### config.mk
export PLATFORM = sky130hd
export DESIGN_NAME = gear_error_corrector_flat
export DESIGN_NICKNAME = d
export VERILOG_FILES = /design/src/rtl/gear_error_corrector_if.sv /design/src/rtl/gear_error_corrector.sv /design/src/flat_wrapper.sv
export SDC_FILE = /design/constraint.sdc
export NUM_CORES = 1
export LEC_CHECK = 0
export CORE_UTILIZATION = 59
export CTS_BUF_LIST = sky130_fd_sc_hd__clkbuf_4 sky130_fd_sc_hd__clkbuf_8
export DETAILED_ROUTE_END_ITERATION = 8
export DONT_BUFFER_PORTS = 1
export GPL_TIMING_DRIVEN = 0
export PLACE_DENSITY_LB_ADDON = 0.15
export SLEW_MARGIN = 20
export SYNTH_ARGS = -nofsm -noshare
export SYNTH_HDL_FRONTEND = slang
export SYNTH_SLANG_ARGS = --single-unit
export TNS_END_PERCENT = 100
### constraint.sdc
create_clock -name clk -period 2.5 [get_ports clk]
set_input_delay 0.5 -clock clk [delete_from_list [all_inputs] [get_ports clk]]
set_output_delay 0.5 -clock clk [all_outputs]
set_load 0.05 [all_outputs]
### src/rtl/gear_error_corrector_if.sv
// rtl/gear_error_corrector_if.sv - request/result bundle for the GeAr error corrector
interface gear_if #(
  parameter int WIDTH = 16,
  parameter int IW    = 2,
  parameter int CNT_W = 16
);
  logic             in_valid;
  logic             in_ready;
  logic [WIDTH-1:0] A;
  logic [WIDTH-1:0] B;
  logic [WIDTH-1:0] approx_sum;
  logic             out_valid;
  logic             out_ready;
  logic [WIDTH-1:0] sum;
  logic [IW-1:0]    err_cnt;
  logic             err_flag;
  logic [CNT_W-1:0] total_err;
  logic             clr_total;

  modport slave (
    input  in_valid, A, B, approx_sum, out_ready, clr_total,
    output in_ready, out_valid, sum, err_cnt, err_flag, total_err
  );

  modport master (
    output in_valid, A, B, approx_sum, out_ready, clr_total,
    input  in_ready, out_valid, sum, err_cnt, err_flag, total_err
  );
endinterface

### src/rtl/gear_error_corrector.sv
// rtl/gear_error_corrector.sv - multi-cycle exact correction of a GeAr approximate sum
module gear_error_corrector #(
  parameter  int R     = 4,
  parameter  int P     = 4,
  parameter  int WIDTH = 16,
  parameter  int CNT_W = 16,
  localparam int L     = R + P,
  localparam int K     = 1 + (WIDTH - L) / R,
  localparam int IW    = (K > 1) ? $clog2(K) : 1
) (
  input logic   clk,
  input logic   rst_n,
  gear_if.slave bus
);

  if (WIDTH < L || ((WIDTH - L) % R) != 0) begin : g_bad_params
    $error("gear_error_corrector: WIDTH must be >= R+P and (WIDTH-R-P) a multiple of R");
  end

  localparam logic [1:0] IDLE  = 2'd0;
  localparam logic [1:0] CHECK = 2'd1;
  localparam logic [1:0] DONE  = 2'd2;

  logic [1:0]       state_q, state_d;
  logic [WIDTH-1:0] a_q, a_d;
  logic [WIDTH-1:0] b_q, b_d;
  logic [WIDTH-1:0] s_q, s_d;
  logic [IW-1:0]    idx_q, idx_d;
  logic [IW-1:0]    cnt_q, cnt_d;
  logic [CNT_W-1:0] total_q, total_d;

  int               base;
  logic [WIDTH-1:0] s_sh, a_sh, b_sh;
  logic [WIDTH-1:0] fld_mask, fld_new;
  logic [R-1:0]     field_inc;
  logic             carry_in, propagate, win_err;
  logic             handshake;

  // Evaluate the current window: the bit at the window base is already exact, so
  // the true carry into it falls out of S^A^B; if it propagates through all P
  // prediction bits, the window's R result bits missed that carry.
  always_comb begin
    base      = int'(idx_q) * R;
    s_sh      = s_q >> base;
    a_sh      = a_q >> base;
    b_sh      = b_q >> base;
    carry_in  = s_sh[0] ^ a_sh[0] ^ b_sh[0];
    propagate = &(a_sh[P-1:0] ^ b_sh[P-1:0]);
    win_err   = carry_in & propagate;
    field_inc = s_sh[P +: R] + 1'b1;
    fld_mask  = {{(WIDTH-R){1'b0}}, {R{1'b1}}} << (base + P);
    fld_new   = {{(WIDTH-R){1'b0}}, field_inc} << (base + P);
  end

  // Control FSM: capture in IDLE, fix one window per cycle in CHECK, hold in DONE.
  always_comb begin
    state_d = state_q;
    a_d     = a_q;
    b_d     = b_q;
    s_d     = s_q;
    idx_d   = idx_q;
    cnt_d   = cnt_q;
    case (state_q)
      IDLE: begin
        if (bus.in_valid) begin
          a_d     = bus.A;
          b_d     = bus.B;
          s_d     = bus.approx_sum;
          idx_d   = IW'(1);
          cnt_d   = '0;
          state_d = (K > 1) ? CHECK : DONE;
        end
      end
      CHECK: begin
        if (win_err) begin
          // Field increment wraps inside the window; higher windows get their own
          // carry check on later cycles.
          s_d   = (s_q & ~fld_mask) | fld_new;
          cnt_d = cnt_q + 1'b1;
        end
        if (idx_q == IW'(K - 1)) begin
          state_d = DONE;
        end else begin
          idx_d = idx_q + 1'b1;
        end
      end
      DONE: begin
        if (bus.out_ready) begin
          state_d = IDLE;
        end
      end
      default: state_d = IDLE;
    endcase
  end

  // Cumulative count of erroneous results; clear wins over a same-cycle increment.
  always_comb begin
    handshake = (state_q == DONE) && bus.out_ready;
    total_d   = total_q;
    if (bus.clr_total) begin
      total_d = '0;
    end else if (handshake && (cnt_q != '0) && (total_q != {CNT_W{1'b1}})) begin
      total_d = total_q + 1'b1;
    end
  end

  // State and datapath registers; reset abandons any transaction in flight.
  always_ff @(posedge clk or negedge rst_n) begin
    if (!rst_n) begin
      state_q <= IDLE;
      a_q     <= '0;
      b_q     <= '0;
      s_q     <= '0;
      idx_q   <= '0;
      cnt_q   <= '0;
      total_q <= '0;
    end else begin
      state_q <= state_d;
      a_q     <= a_d;
      b_q     <= b_d;
      s_q     <= s_d;
      idx_q   <= idx_d;
      cnt_q   <= cnt_d;
      total_q <= total_d;
    end
  end

  assign bus.in_ready  = (state_q == IDLE);
  assign bus.out_valid = (state_q == DONE);
  assign bus.sum       = s_q;
  assign bus.err_cnt   = cnt_q;
  assign bus.err_flag  = (cnt_q != '0);
  assign bus.total_err = total_q;

endmodule

### src/flat_wrapper.sv
// flat-port wrapper written by rule: the top's interface ports become plain ports
module gear_error_corrector_flat 
#(
  parameter  int R     = 4,
  parameter  int P     = 4,
  parameter  int WIDTH = 16,
  parameter  int CNT_W = 16,
  localparam int L     = R + P,
  localparam int K     = 1 + (WIDTH - L) / R,
  localparam int IW    = (K > 1) ? $clog2(K) : 1
)
  (clk, rst_n, bus_in_valid, bus_A, bus_B, bus_approx_sum, bus_out_ready, bus_clr_total, bus_in_ready, bus_out_valid, bus_sum, bus_err_cnt, bus_err_flag, bus_total_err);
  gear_if #(.WIDTH(WIDTH), .IW(2), .CNT_W(CNT_W)) bus_i ();
  input logic clk;
  input logic rst_n;
  input wire logic [$bits(bus_i.in_valid)-1:0] bus_in_valid;
  input wire logic [$bits(bus_i.A)-1:0] bus_A;
  input wire logic [$bits(bus_i.B)-1:0] bus_B;
  input wire logic [$bits(bus_i.approx_sum)-1:0] bus_approx_sum;
  input wire logic [$bits(bus_i.out_ready)-1:0] bus_out_ready;
  input wire logic [$bits(bus_i.clr_total)-1:0] bus_clr_total;
  output wire logic [$bits(bus_i.in_ready)-1:0] bus_in_ready;
  output wire logic [$bits(bus_i.out_valid)-1:0] bus_out_valid;
  output wire logic [$bits(bus_i.sum)-1:0] bus_sum;
  output wire logic [$bits(bus_i.err_cnt)-1:0] bus_err_cnt;
  output wire logic [$bits(bus_i.err_flag)-1:0] bus_err_flag;
  output wire logic [$bits(bus_i.total_err)-1:0] bus_total_err;
  assign bus_i.in_valid = bus_in_valid;
  assign bus_i.A = bus_A;
  assign bus_i.B = bus_B;
  assign bus_i.approx_sum = bus_approx_sum;
  assign bus_i.out_ready = bus_out_ready;
  assign bus_i.clr_total = bus_clr_total;
  assign bus_in_ready = bus_i.in_ready;
  assign bus_out_valid = bus_i.out_valid;
  assign bus_sum = bus_i.sum;
  assign bus_err_cnt = bus_i.err_cnt;
  assign bus_err_flag = bus_i.err_flag;
  assign bus_total_err = bus_i.total_err;
  gear_error_corrector #(.R(R), .P(P), .WIDTH(WIDTH), .CNT_W(CNT_W)) u_core (.clk(clk), .rst_n(rst_n), .bus(bus_i));
endmodule
==> results.txt <==
status = complete, no violations
Via Count = 2817
clk_skew = 0.00727 ns
worst-path cell chain = buf_6, inv_4, or4_4, a2111oi_4, o2111a_1, buf_6, buf_12, mux2i_1, o21ai_0
Yosys warnings = 0
Post-Synth Simple-Gate Area = 0.234
syn_area_per_cell = 9.24 µm²
Worst-Margin Slew = 1.05 ns
critical path class = reg2reg
ant diodes = 0
HPWL after DPL = 5550 µm
vias in the first global route = 2749
initial antenna violation count = 0
Mapped Nets = 446
Starting Density = 0.629
layout cells sized above 1 = 0.108
Hold Crit Class = in2async
CP Capture Type = flop
max-cap violation count = 0
Post-Route WL = 8210 µm
Post-Syn Area = 3570 µm²
Worst-path clk slew = 0.08 ns
CTS buffer count = 9
Placer Congestion = 0.860
Die Y-Extent = 79.8 µm
EDFF count, synth = 0
main combinational cell family by area after synthesis = simple AND/OR/NAND/NOR gates
post-synthesis adder-cell area fraction = 0.0245
Top Ports = 90
Post-Synth XOR/XNOR Area = 0.0614
max_slew headroom = 0.296
die area = 6360 µm²
Post-Layout Cell Count = 479
unique cell type count in the Yosys netlist = 48
initial DRC count = 239
Worst-Skew Late Latency = 0.34 ns
Syn-to-layout area delta = 11.6%
worst path required time = 2.71 ns
Pwr Density = 1330 nW/µm²
fin crit share = 0.982
RSZ-0062 raised after global routing = yes
CTS tree = built
WL per Instance = 17.1 µm
Critical Path Most Common Cell = buf_6
leak pwr = 1.78 nW
post-route ant nets = 0
DIE WIDTH = 79.8 µm
startpoint types = flop
post-synthesis mux area share = 0.0375
Max Fclk = 408 MHz
grt peak-use layer = met2
input/output buffers = 0
number of vias per cell = 5.88
worst vdd ir = 0.717 mV
Final Setup Violations = 0
#FFs+latches synth = 70
met1 GRT Util = 0.359
Hold Vio Cnt, Final = 0
# rows = 27
met2 GRT Util = 0.435
TritonRoute pass-1 iters = 6
CP arrival = 2.67 ns
Clock Tree Root = clkbuf_8
largest net degree at the start of global routing = 71
Synth Area in Compound Gates = 0.113
total gr overflow = 0
# nets final = 462
sequential element share of the synthesized area = 0.491
grt met3 use = 0.0606
GRT Util Overall = 0.273
crit path time final = 2.45 ns
Slowest-stage cell, CP = or4_4
H-Tree Depth = 3
max incr delay on CP = 0.54 ns
Primary FF master, synth = dfrtp_1
residual DRC count = 0
crit path max fanout = 10
first-pass GRT wire length = 13100 µm
ys async rst share = 1.00
Cells after DPL = 458
CTS Sinks = 70
Sum Neg Setup Slack = 0 ns
Core Footprint = 5680 µm²
Synth Instances = 386
Max Root-Sink Buffers = 2
max-slew violations = 0
## cell type report
cell class,instances,area (µm²)
buffer,17,85.1
multi-input combinational,284,1710
tap,72,90.1
inverter,15,58.8
timing repair buffer,5,70.1
fill,452,1690
sequential,70,1760
clock buffer,11,151
clock inverter,5,57.6
## routing by layer
| metal | part of all wire | vias to the layer above |
|---|---|---|
| met5 | 0 | - |
| met4 | 0.0093 | 0 |
| met3 | 0.061 | 9 |
| met2 | 0.50 | 103 |
| met1 | 0.43 | 1357 |
| li1 | - | 1348 |
## power breakdown
group | total [mW] | internal (mW) | switching (mW) | leakage (nW)
Combinational | 2.04 | 0.843 | 1.20 | 0.802
Sequential | 2.31 | 1.53 | 0.783 | 0.884
Clock | 0.945 | 0.513 | 0.432 | 0.0976
Total | 5.30 | 2.89 | 2.41 | 1.78
## final timing paths
check	slack, ns	depth (start not counted)	to	startpoint
min in group clk	0.26	2	u_core.a_q[9]	bus_A[9]
worst min-delay path	0.02	1	u_core.bus.total_err[4]	rst_n
max in group asynchronous	2.15	1	u_core.bus.sum[0]	rst_n
worst min register to register	0.48	2	u_core.a_q[14]	u_core.a_q[14]
worst max register to register	0.05	9	u_core.bus.sum[8]	u_core.idx_q[0]
worst max-delay path	0.05	9	u_core.bus.sum[8]	u_core.idx_q[0]
## Yosys cell counts, drive strengths merged, types with 2 or more instances
cell,n,area (µm²)
nand2,115,432
dfrtp,70,1750
nor2,27,104
xnor2,17,149
inv,15,58.8
o21ai,11,55.1
nand3,10,50.1
buf,9,52.5
a21oi,8,40.0
clkbuf,8,30.0
xor2,8,70.1
a22oi,7,52.6
ha,7,87.6
mux2i,7,70.1
o2bb2ai,7,61.3
nor4,6,37.5
nor3,5,25.0
or3,5,31.3
and3,4,25.0
o22ai,4,38.8
a31oi,3,18.8
nand4,3,18.8
nor2b,3,18.8
a221o,2,20.0
and2,2,12.5
mux4,2,52.6
nand2b,2,12.5
o21a,2,15.0
o221ai,2,17.5
or4,2,22.5
## registers in the layout, summed over array words and instances (netlist names)
signal,cells
u_core.state_q,2
u_core.bus.total_err,16
u_core.bus.sum,16
u_core.b_q,16
u_core.idx_q,2
u_core.a_q,16
u_core.bus.err_cnt,2
## critical path, delay by kind of cell, from the launching register on
family          cells  cell delay [ns]
compound gates      3             0.70
buf+inv             4             0.50
flops               1             0.39
mux                 1             0.20
simple gates        1             0.54
## per-stage QoR
stage	hold WS (ns)	instance area (µm²)	util	total power, mW	setup slack, ns
2_1_floorplan	0.204	3570	-	3.78	0.0846
3_5_place_dp	0.206	3660	0.645	4.23	-0.151
3_3_place_gp	0.206	3660	0.645	4.17	-0.0546
4_1_cts	0.0409	3920	0.691	5.24	0.000284
5_1_grt	0.0457	3980	0.702	5.63	-0.0539
6_report	0.0215	3980	0.702	5.30	0.0462
## cell usage in the layout (no fill, tap or decap), types with 8 or more instances in the layout
cell type and instances:
nand2_1 115, dfrtp_1 64, nor2_1 25, xnor2_1 17, inv_1 14, clkbuf_8 11
o21ai_0 10, nand3_1 10, clkbuf_1 8, a21oi_1 8
## repair_timing
action | CTS | global route
endpoints found under the setup margin | 29 | 22
buffers inserted | 1 | 3
hold endpoints to repair | 70 | 0
hold buffers | 1 | 0
pin swaps | 2 | 7
resized for setup | 7 | 7
## logic make-up after synthesis
kind of cell | count (synthesis)
simple gates | 189
flops | 70
compound gates | 53
buf+inv | 32
xor+xnor | 25
mux | 10
fa+ha+maj | 7
Note: power is estimated with default switching activity, not from simulation.
